===== config.mk =====
export PLATFORM = sky130hd
export DESIGN_NAME = br_flow_mux_select_reg
export DESIGN_NICKNAME = d
export VERILOG_FILES = /design/src/rtl/br_flow_pkg.sv /design/src/rtl/br_flow_reg_fwd.sv /design/src/rtl/br_flow_mux_select_reg.sv
export SDC_FILE = /design/constraint.sdc
export NUM_CORES = 1
export LEC_CHECK = 0
export ABC_AREA = 0
export BUFFER_PORTS_ARGS = -buffer_cell sky130_fd_sc_hd__buf_2
export CORE_AREA = 5 5 42 44
export DETAILED_ROUTE_END_ITERATION = 10
export DIE_AREA = 0 0 47 49
export GPL_TIMING_DRIVEN = 0
export RECOVER_POWER = 100
export SLEW_MARGIN = 0
export SYNTH_ARGS = -nofsm -noshare
export SYNTH_HDL_FRONTEND = slang
export SYNTH_HIERARCHICAL = 1
export SYNTH_SLANG_ARGS = --single-unit

===== constraint.sdc =====
create_clock -name clk -period 2.6 [get_ports clk]
set_clock_uncertainty 0.05 [all_clocks]
set_input_delay 0.52 -clock clk [delete_from_list [all_inputs] [get_ports clk]]
set_output_delay 0.52 -clock clk [all_outputs]
set_load 0.01 [all_outputs]

===== src/rtl/br_flow_pkg.sv =====
// br_flow_pkg: shared arbitration-mode enum and round-robin index helper for flow blocks
package br_flow_pkg;
  typedef enum logic {
    BrFlowArbFixed      = 1'b0,
    BrFlowArbRoundRobin = 1'b1
  } br_flow_arb_mode_e;
  function automatic int unsigned br_flow_rr_next(input int unsigned idx, input int unsigned num);
    return (idx + 32'd1 >= num) ? 32'd0 : idx + 32'd1;
  endfunction
endpackage


===== src/rtl/br_flow_reg_fwd.sv =====
// br_flow_reg_fwd: forward ready-valid pipeline register with full throughput and stable pop under backpressure
module br_flow_reg_fwd #(
  parameter int Width = 1
) (
  input  logic             clk,
  input  logic             rst,
  output logic             push_ready,
  input  logic             push_valid,
  input  logic [Width-1:0] push_data,
  input  logic             pop_ready,
  output logic             pop_valid,
  output logic [Width-1:0] pop_data
);
  assign push_ready = !rst && (!pop_valid || pop_ready);
  always_ff @(posedge clk) begin
    if (rst) begin
      pop_valid <= 1'b0;
      pop_data  <= '0;
    end else if (push_ready) begin
      pop_valid <= push_valid;
      if (push_valid) pop_data <= push_data;
    end
  end
endmodule


===== src/rtl/br_flow_mux_select_reg.sv =====
// br_flow_mux_select_reg: N:1 ready-valid mux with fixed or round-robin arbitration and a registered pop side
module br_flow_mux_select_reg
  import br_flow_pkg::*;
#(
  parameter int NumFlows    = 2,
  parameter int DataWidth   = 1,
  parameter int ArbMode     = 0,
  parameter int FlowIdWidth = $clog2(NumFlows)
) (
  input  logic                               clk,
  input  logic                               rst,
  output logic [NumFlows-1:0]                push_ready,
  input  logic [NumFlows-1:0]                push_valid,
  input  logic [NumFlows-1:0][DataWidth-1:0] push_data,
  input  logic                               pop_ready,
  output logic                               pop_valid,
  output logic [DataWidth-1:0]               pop_data,
  output logic [FlowIdWidth-1:0]             pop_flow_id
);
  localparam bit RoundRobin = (ArbMode == int'(BrFlowArbRoundRobin));
  if (NumFlows < 2 || DataWidth < 1 || ArbMode < 0 || ArbMode > 1 || FlowIdWidth != $clog2(NumFlows)) begin : g_bad_params
    $error("br_flow_mux_select_reg: illegal parameters");
  end
  logic [NumFlows-1:0]    grant;
  logic [FlowIdWidth-1:0] grant_idx;
  logic [FlowIdWidth-1:0] idx;
  logic [FlowIdWidth-1:0] last_grant;
  logic                   found;
  logic                   stage_ready;
  logic [NumFlows-1:0]    xfer;
  always_comb begin
    grant     = '0;
    grant_idx = '0;
    found     = 1'b0;
    idx       = RoundRobin ? FlowIdWidth'(br_flow_rr_next(32'(last_grant), NumFlows)) : '0;
    for (int k = 0; k < NumFlows; k++) begin
      if (!found && push_valid[idx]) begin
        found            = 1'b1;
        grant[idx]       = 1'b1;
        grant_idx        = idx;
      end
      idx = FlowIdWidth'(br_flow_rr_next(32'(idx), NumFlows));
    end
  end
  assign push_ready = stage_ready ? grant : '0;
  assign xfer       = push_valid & push_ready;
  always_ff @(posedge clk) begin
    if (rst) last_grant <= FlowIdWidth'(NumFlows - 1);
    else if (|xfer) last_grant <= grant_idx;
  end
  br_flow_reg_fwd #(
    .Width(DataWidth + FlowIdWidth)
  ) u_reg (
    .clk       (clk),
    .rst       (rst),
    .push_ready(stage_ready),
    .push_valid(found),
    .push_data ({grant_idx, push_data[grant_idx]}),
    .pop_ready (pop_ready),
    .pop_valid (pop_valid),
    .pop_data  ({pop_flow_id, pop_data})
  );
  a_xfer_onehot0: assert property (@(posedge clk) disable iff (rst) $onehot0(xfer));
  a_pop_stable: assert property (@(posedge clk) disable iff (rst)
    pop_valid && !pop_ready |=> pop_valid && $stable(pop_data) && $stable(pop_flow_id));
  for (genvar i = 0; i < NumFlows; i++) begin : g_push_stable
    a_push_hold: assert property (@(posedge clk) disable iff (rst)
      push_valid[i] && !push_ready[i] |=> push_valid[i] && $stable(push_data[i]));
  end
  if (RoundRobin) begin : g_fair
    for (genvar i = 0; i < NumFlows; i++) begin : g_flow
      int unsigned waits;
      always_ff @(posedge clk) begin
        waits <= (rst || !push_valid[i] || xfer[i]) ? 32'd0 : waits + 32'(|xfer);
      end
      a_fair: assert property (@(posedge clk) disable iff (rst) waits < 32'(NumFlows));
    end
  end
endmodule


==> impl_metrics.json, run 1 <==
{
  "start_util": 0.138,
  "status": "finished clean",
  "synth_nets": 26,
  "synth_xor_area_frac": 0,
  "final_cell_mix": "clkbuf_1 (6), buf_2 (6), nand2b_1 (4)",
  "post-route-min-period_ns": 1.77,
  "grt_pass1_wl_microns": 724,
  "syn_area_sq_um": 194,
  "viasPerCell": 3.46,
  "cts_post_setup_buffers_inserted": 0,
  "timing.max_cap.violations": 0,
  "syn_inst": 19,
  "rsz0062_at_grt": "no",
  "power_density_nw_per_um2": 583,
  "drt-initial-drc-count": 3,
  "die_h_microns": 49,
  "cts_tree": "yes",
  "leakagePower_nw": 0.124,
  "drc": 0,
  "setup-tns-final_ns": 0,
  "ys_types": 8,
  "nets": 42,
  "cp_slowest_cell": "nor2b_1",
  "ys_ff_latch": 3,
  "crit_path_start_kind": "input pin",
  "worst_slew_pin_slew_ns": 0.243,
  "cp.required_ns": 2.03,
  "relSlewSlack": 0.837,
  "ios": 12,
  "endpoint_kind": "output pin",
  "grt_overflow_total": 0,
  "critPathMostFrequentCell": "buf_2",
  "clock-sinks": 3,
  "max_stage_delay_ns": 0.21,
  "first_pass_iters": 2,
  "worst_ep_arrival_time_ns": 1.20,
  "drv_slew": 0,
  "root_buffer": "clkbuf_4",
  "hold_viol_final": 0,
  "antenna_found_initial": 0,
  "layout-drive-gt1-share": 0.382,
  "total_power_mw": 0.160,
  "die-area_sq_um": 2300,
  "grtUsageTotal": 0.0500,
  "cp_cell_sequence": "buf_2 > nor2b_1 > nor2_1 > and2_2 > buf_2",
  "die_w_microns": 47,
  "num_vias": 173,
  "ys_warn_count": 6,
  "wl_per_cell_microns": 9.66,
  "yosysSeqAreaShare": 0.310,
  "first_global_vias": 176,
  "clkTransAtPathRegs_ns": 0.04,
  "worstPathMaxFanout": 3,
  "insertedDiodeCount": 0,
  "synthAdderAreaFrac": 0,
  "fillers": 163,
  "grt_max_degree": 7,
  "cts_made_buffers": 3,
  "coreArea_sq_um": 1400,
  "synth_top_family_by_area": "simple AND/OR/NAND/NOR gates",
  "ctsHoldBuffers": 0,
  "hold_path_class": "register to register",
  "rows": 14,
  "drt-total-wl_microns": 483,
  "max_freq_ghz": 0.565,
  "htreeDepth": 1,
  "fin_crit_sh": 0.681,
  "yosys.area_share.simple": 0.510,
  "avgSynthCellArea_sq_um": 10.2,
  "ir_drop_uv": 148,
  "ant_nets": 0,
  "setup.worst_path.class": "input pin to output pin",
  "setup_viol_count_final": 0,
  "synthMuxAreaShare": 0.181,
  "cts_resized": 0,
  "port_buffers": 11,
  "area_growth_pct": 41.3,
  "clock_latency_ns": 0.23,
  "cts_buffer_depth": 2,
  "synth_compound_area_frac": 0,
  "place.gp.congestion": 0.610
}
## cell families after synthesis
kind of cell     after synthesis
and+or+nand+nor               13
DFF                            3
muxes                          3
## layout make-up
| type | count | area (sq um) | area share |
|---|---|---|---|
| clock buffer | 4 | 26.3 | 0.0959 |
| tap | 16 | 20.0 | 0.0731 |
| timing repair buffer | 11 | 48.8 | 0.178 |
| multi-input combinational | 16 | 119 | 0.434 |
| sequential | 3 | 60.1 | 0.219 |
## critical path: cells and delay by family
family                 cells  cell delay, ns
AND/OR/NAND/NOR            3            0.46
buffers and inverters      2            0.22
## synthesized netlist by cell type, drive strengths merged
master / count / share of area
nand2b: 4 / 0.13
or2: 1 / 0.032
and2: 2 / 0.077
mux2: 1 / 0.077
nor2b: 3 / 0.21
dfxtp: 3 / 0.31
mux2i: 2 / 0.10
nor2: 3 / 0.058
## layer usage
| metal | GRT usage | share of wire |
|---|---|---|
| met1 | 0.0548 | 0.42 |
| met2 | 0.0566 | 0.43 |
| met3 | 0.0111 | 0.10 |
| met4 | 0.0829 | 0.039 |
| met5 | 0 | 0 |
## registers in the layout, indices dropped and copies added (netlist names)
signal	flops
u_reg/pop_valid	1
u_reg/pop_data	2
## through the flow
stage / hold slack (ns) / setup slack, ns / instances / utilization / cell area [sq um]
after detailed placement: 0.415 / 0.889 / 46 / 0.192 / 269
after floorplan: 0.442 / 1.15 / 19 / - / 194
after global routing: 0.464 / 0.736 / 50 / 0.196 / 274
final: 0.431 / 0.829 / 50 / 0.196 / 274
after CTS: 0.420 / 0.883 / 50 / 0.211 / 295
after global placement: 0.415 / 0.891 / 46 / 0.192 / 269
## report_power, final
part	total (mW)	internal (mW)	switching, mW
sequential	0.0511	0.0495	0.00154
combinational	0.0265	0.0140	0.0125
clock	0.0822	0.0576	0.0247
total	0.160	0.121	0.0387
## path summary, 6_finish.rpt
kind,slack (ns),from,to,depth (start not counted)
hold reg to reg,0.43,u_reg/pop_data[0]$_SDFFE_PP0P_,u_reg/pop_data[0]$_SDFFE_PP0P_,2
setup / recovery,0.83,pop_ready,push_ready[0],5
hold / removal,0.43,u_reg/pop_data[0]$_SDFFE_PP0P_,u_reg/pop_data[0]$_SDFFE_PP0P_,2
setup reg to reg,1.58,u_reg/pop_valid$_SDFFE_PP0P_,u_reg/pop_data[1]$_SDFFE_PP0P_,3
No activity file was read; power rests on OpenSTA's default activity.
==> run 2, diff against run 1 <==
Settings changed: ABC_AREA 0 to 1.
Clock period 2.6 ns to 1.4 ns, I/O delays scaled along.
==> impl_metrics.json, run 2 <==
{
  "grtUsageTotal": 0.0521,
  "ant_nets": 0,
  "seq_power_share": 0.317,
  "dp_hpwl_microns": 390,
  "grt_pass1_wl_microns": 814,
  "syn_inst": 32,
  "htreeDepth": 1,
  "grt_max_degree": 6,
  "ios": 12,
  "registers.top_by_ff_count": "u_reg/pop_data",
  "cts_post_setup_buffers_inserted": 0,
  "ir_drop_uv": 189,
  "endpoint_kind": "output pin",
  "swShare": 0.274,
  "leakagePower_nw": 0.176,
  "max_stage_delay_ns": 0.32,
  "drt-initial-drc-count": 0,
  "avgSynthCellArea_sq_um": 5.83,
  "cp_cell_sequence": "a21oi_2 > inv_1 > nor2_1 > buf_2",
  "cts_made_buffers": 3,
  "crit_path_start_kind": "register",
  "worst_ep_arrival_time_ns": 0.97,
  "cts_buffer_depth": 2,
  "drc": 0,
  "area_growth_pct": 52.3,
  "wl_per_cell_microns": 7.51,
  "final_cell_mix": "nand2_1 (9), inv_1 (8), buf_2 (8)",
  "nets": 55,
  "yosysSeqAreaShare": 0.322,
  "p_switching_mw": 0.0834,
  "synth_nets": 39,
  "port_buffers": 11,
  "worstPathMaxFanout": 3,
  "fillers": 181,
  "synthFlopType": "dfxtp_1",
  "setup_viol_count_final": 0,
  "p_clk_frac": 0.513,
  "synth.most_common_cell": "nand2_1",
  "final_common_cell": "nand2_1",
  "syn_area_sq_um": 186,
  "first_pass_iters": 1,
  "drt-total-wl_microns": 473,
  "max_freq_ghz": 0.768,
  "placedInstanceArea_sq_um": 262,
  "cp.required_ns": 1.07,
  "cp_slowest_cell": "dfxtp_1",
  "ys_ff_latch": 3,
  "rrSetupSlack_ns": 0.58,
  "power_density_nw_per_um2": 1070,
  "cts_tree": "yes",
  "ys_warn_count": 6,
  "num_vias": 224,
  "root_buffer": "clkbuf_4",
  "crit_buf_inv": 2,
  "ys_types": 10,
  "setup-tns-final_ns": 0,
  "yosysTopAreaCell": "dfxtp_1",
  "die-area_sq_um": 2300,
  "clock-sinks": 3,
  "grt_overflow_total": 0,
  "p_int_mw": 0.221,
  "synth_edf_count": 0,
  "post-route-min-period_ns": 1.30,
  "timing.max_cap.violations": 0,
  "worst_slew_pin_slew_ns": 0.148,
  "synth.area.top_cells": "dfxtp_1 (32%), nand2_1 (18%), inv_1 (16%)",
  "status": "finished clean",
  "viasPerCell": 3.56,
  "async_reset_ff_frac": 0,
  "relSlewSlack": 0.901,
  "antenna_found_initial": 0,
  "clock_latency_ns": 0.24,
  "first_global_vias": 234,
  "final_area_sq_um": 284,
  "power_frac_comb": 0.171,
  "rows": 14,
  "largest_reg_flops": 2,
  "ys_top_cells_by_count": "nand2_1 (9), inv_1 (8), dfxtp_1 (3), nor2_1 (3)",
  "clkTransAtPathRegs_ns": 0.04,
  "insertedDiodeCount": 0,
  "hold_path_class": "input pin to register",
  "hold_viol_final": 0,
  "start_util": 0.133,
  "synth_top_area_share": 0.322,
  "fin_crit_sh": 0.930,
  "rsz0062_at_grt": "no",
  "die_h_microns": 49,
  "place.gp.congestion": 0.659,
  "drv_slew": 0,
  "crit_family": "flip-flops",
  "layout-drive-gt1-share": 0.340,
  "setup.worst_path.class": "register to output pin",
  "coreArea_sq_um": 1400,
  "die_w_microns": 47,
  "reg_top3": "u_reg/pop_data x2, u_reg/pop_valid x1"
}
==> run 2: cell count changes in the layout (fill, tap and decap cells not counted), moves of 2 or more <==
cell and change:
nand2_1 +9, inv_1 +8, nand2b_1 -4, clkbuf_1 -3, and2_2 -2, buf_2 +2, inv_2 +2, mux2i_1 -2
nand3_1 +2, nand4_1 +2, nor2b_1 -2
==> run 2: per-layer routing <==
layer  vias up  GRT usage  part of all wire
met2         8     0.0679              0.45
li1        123          -                 -
met1        91     0.0571              0.41
met4         0     0.0829             0.044
met5         -          0                 0
met3         2          0             0.087
==> run 2: final cells by class <==
class	count	area, sq um	area share
clock buffer	4	26.3	0.0925
tap	16	20.0	0.0705
inverter	10	37.5	0.132
sequential	3	60.1	0.211
timing repair buffer	11	52.6	0.185
multi-input combinational	19	87.6	0.308
==> run 2: what timing repair did <==
item	in CTS	in global routing
hold buffers	0	0
gates resized for setup	0	1
setup endpoints to repair	0	2
hold endpoints to repair	0	0
==> run 2: per-stage QoR <==
stage	setup WS, ns	hold WS, ns	total power, mW	std cells	utilization
2_1_floorplan	0.341	0.299	0.127	32	-
3_3_place_gp	0.217	0.453	0.150	59	0.187
3_5_place_dp	0.207	0.452	0.151	59	0.187
4_1_cts	0.0360	0.214	0.313	63	0.205
5_1_grt	0.00200	0.247	0.325	63	0.203
6_report	0.0978	0.231	0.304	63	0.203
==> run 2: cells by family after synthesis <==
| logic type | share of synthesized area |
|---|---|
| and+or+nand+nor | 0.423 |
| AOI/OAI and AO/OA | 0.0537 |
| buffers and inverters | 0.201 |
| DFF | 0.322 |
==> run 2: path summary, 6_finish.rpt <==
path | startpoint | endpoint | cells after the start
setup reg to reg | u_reg/pop_valid$_SDFFE_PP0P_ | u_reg/pop_data[1]$_SDFFE_PP0P_ | 4
hold reg to reg | u_reg/pop_data[0]$_SDFFE_PP0P_ | u_reg/pop_data[0]$_SDFFE_PP0P_ | 4
hold / removal | rst | u_reg/pop_valid$_SDFFE_PP0P_ | 2
setup / recovery | u_reg/pop_valid$_SDFFE_PP0P_ | push_ready[1] | 4
==> run 2: power by group through the flow <==
| stage | combinational [mW] | sequential, mW | clock (mW) |
|---|---|---|---|
| finish | 0.0520 | 0.0963 | 0.156 |
| detailed placement | 0.0542 | 0.0972 | 0 |
| CTS | 0.0544 | 0.0958 | 0.163 |
| global placement | 0.0532 | 0.0972 | 0 |
| floorplan | 0.0265 | 0.101 | 0 |
| global route | 0.0607 | 0.0972 | 0.167 |
==> run 3, diff against run 2 <==
Settings changed: HOLD_SLACK_MARGIN from default to 0.06, PLACE_DENSITY from default to 0.4.
==> impl_metrics.json, run 3 (same netlist as run 2, synthesis figures left out) <==
{
  "rrSetupSlack_ns": 0.59,
  "hold_ws_ns": 0.242,
  "htreeDepth": 1,
  "min_path_cells": 2,
  "area_growth_pct": 52.3,
  "first_pass_iters": 4,
  "root_buffer": "clkbuf_4",
  "cp.required_ns": 1.07,
  "p_clk_frac": 0.511,
  "cts_post_setup_buffers_inserted": 0,
  "post-route-min-period_ns": 1.28,
  "ir_drop_uv": 375,
  "power_density_nw_per_um2": 1070,
  "drv_slew": 0,
  "viasPerCell": 3.51,
  "fin_crit_sh": 0.917,
  "start_util": 0.133,
  "setup.worst_path.class": "register to output pin",
  "r2r_start": "u_reg/pop_valid$_SDFFE_PP0P_",
  "registers.top_by_ff_count": "u_reg/pop_data",
  "wl_per_cell_microns": 7.89,
  "worst_ep_arrival_time_ns": 0.95,
  "relSlewSlack": 0.906,
  "die_h_microns": 49,
  "swShare": 0.273,
  "r2r_cells": 4,
  "cts_buffer_depth": 2,
  "port_buffers": 11,
  "rows": 14,
  "drt-total-wl_microns": 497,
  "hold_viol_final": 0,
  "coreArea_sq_um": 1400,
  "grt_overflow_total": 0,
  "seq_power_share": 0.318,
  "num_vias": 221,
  "reg_top3": "u_reg/pop_data x2, u_reg/pop_valid x1",
  "p_switching_mw": 0.0830,
  "dp_hpwl_microns": 377,
  "clock_latency_ns": 0.24,
  "cts_tree": "yes",
  "p_int_mw": 0.221,
  "place.gp.congestion": 0.606,
  "ant_nets": 0,
  "hold_path_class": "input pin to register",
  "clock-sinks": 3,
  "drt-initial-drc-count": 5,
  "placedInstanceArea_sq_um": 262,
  "cp_cell_sequence": "a21oi_2 > inv_1 > nor2_1 > buf_2",
  "first_global_vias": 229,
  "grtUsageTotal": 0.0542,
  "worstHoldEndpoint": "u_reg/pop_valid$_SDFFE_PP0P_",
  "largest_reg_flops": 2,
  "timing.rr.end": "u_reg/pop_data[0]$_SDFFE_PP0P_",
  "crit_buf_inv": 2,
  "pre_cts_slack_ns": 0.204,
  "power_frac_comb": 0.171,
  "die-area_sq_um": 2300,
  "max_stage_delay_ns": 0.32,
  "rsz0062_at_grt": "no",
  "drc": 0,
  "hold_start": "rst",
  "final_area_sq_um": 284,
  "crit_family": "flip-flops",
  "leakagePower_nw": 0.177,
  "layout-drive-gt1-share": 0.340,
  "setup-tns-final_ns": 0,
  "worst_slack_ns": 0.116,
  "final_cell_mix": "nand2_1 (9), buf_2 (9), inv_1 (8)",
  "setup_viol_count_final": 0,
  "crit_cells": 4,
  "timing.max_cap.violations": 0,
  "endpoint_kind": "output pin",
  "postLayoutCoreUtil": 0.203,
  "worst_slew_pin_slew_ns": 0.141,
  "ios": 12,
  "crit_path_start_kind": "register",
  "cp_slowest_cell": "dfxtp_1",
  "grt_max_degree": 6,
  "grt_pass1_wl_microns": 821,
  "clkTransAtPathRegs_ns": 0.03,
  "status": "finished clean",
  "worstPathMaxFanout": 3,
  "antenna_found_initial": 0,
  "nets": 55,
  "die_w_microns": 47,
  "insertedDiodeCount": 0,
  "max_freq_ghz": 0.779,
  "cts_made_buffers": 3
}
run 3: cell count changes in the layout (fill, tap and decap cells not counted), sizes merged:
cell	previous run	this run
buf	8	9
clkbuf	7	6
run 3: repair_timing:
item,in CTS,in global routing
gates resized for setup,0,1
endpoints found under the setup margin,0,2
hold buffers,0,0
run 3: routing by layer:
metal	track usage	vias up	routed length [microns]
li1	-	125	-
met1	0.0484	90	196
met2	0.0769	6	243
met3	0.0443	0	58
met4	0.0415	0	0
met5	0	-	0
run 3: layout make-up:
type / count / area, sq um
timing repair buffer: 11 / 52.6
tap: 16 / 20.0
sequential: 3 / 60.1
inverter: 10 / 37.5
multi-input combinational: 19 / 87.6
clock buffer: 4 / 26.3
fill: 172 / 1120
run 3: power by group through the flow:
stage                     combinational (mW)  sequential (mW)  clock [mW]
final                                 0.0521           0.0965       0.155
after global routing                  0.0610           0.0971       0.177
after CTS                             0.0547           0.0959       0.163
after detailed placement              0.0543           0.0971           0
after global placement                0.0542           0.0973           0
after floorplan                       0.0265            0.101           0
run 3: stage by stage:
step / total power, mW / cells
after floorplan: 0.127 / 32
after detailed placement: 0.151 / 59
after global placement: 0.151 / 59
after global routing: 0.335 / 63
after CTS: 0.313 / 63
final: 0.304 / 63
run 3: how the worst max path moves through the flow:
stage | end | slack (ns) | from
after CTS | push_ready[1] | 0.04 | u_reg/pop_valid$_SDFFE_PP0P_
after global routing | push_ready[1] | 0.001 | u_reg/pop_valid$_SDFFE_PP0P_
final | push_ready[1] | 0.12 | u_reg/pop_valid$_SDFFE_PP0P_
after floorplan | push_ready[1] | 0.34 | u_reg/pop_valid$_SDFFE_PP0P_
after global placement | push_ready[1] | 0.19 | rst
after detailed placement | push_ready[1] | 0.20 | rst
run 3: worst register-to-register path: cells and delay by family (launching register included):
| kind | cells | cell delay [ns] |
|---|---|---|
| flops | 1 | 0.32 |
| simple gates | 4 | 0.34 |
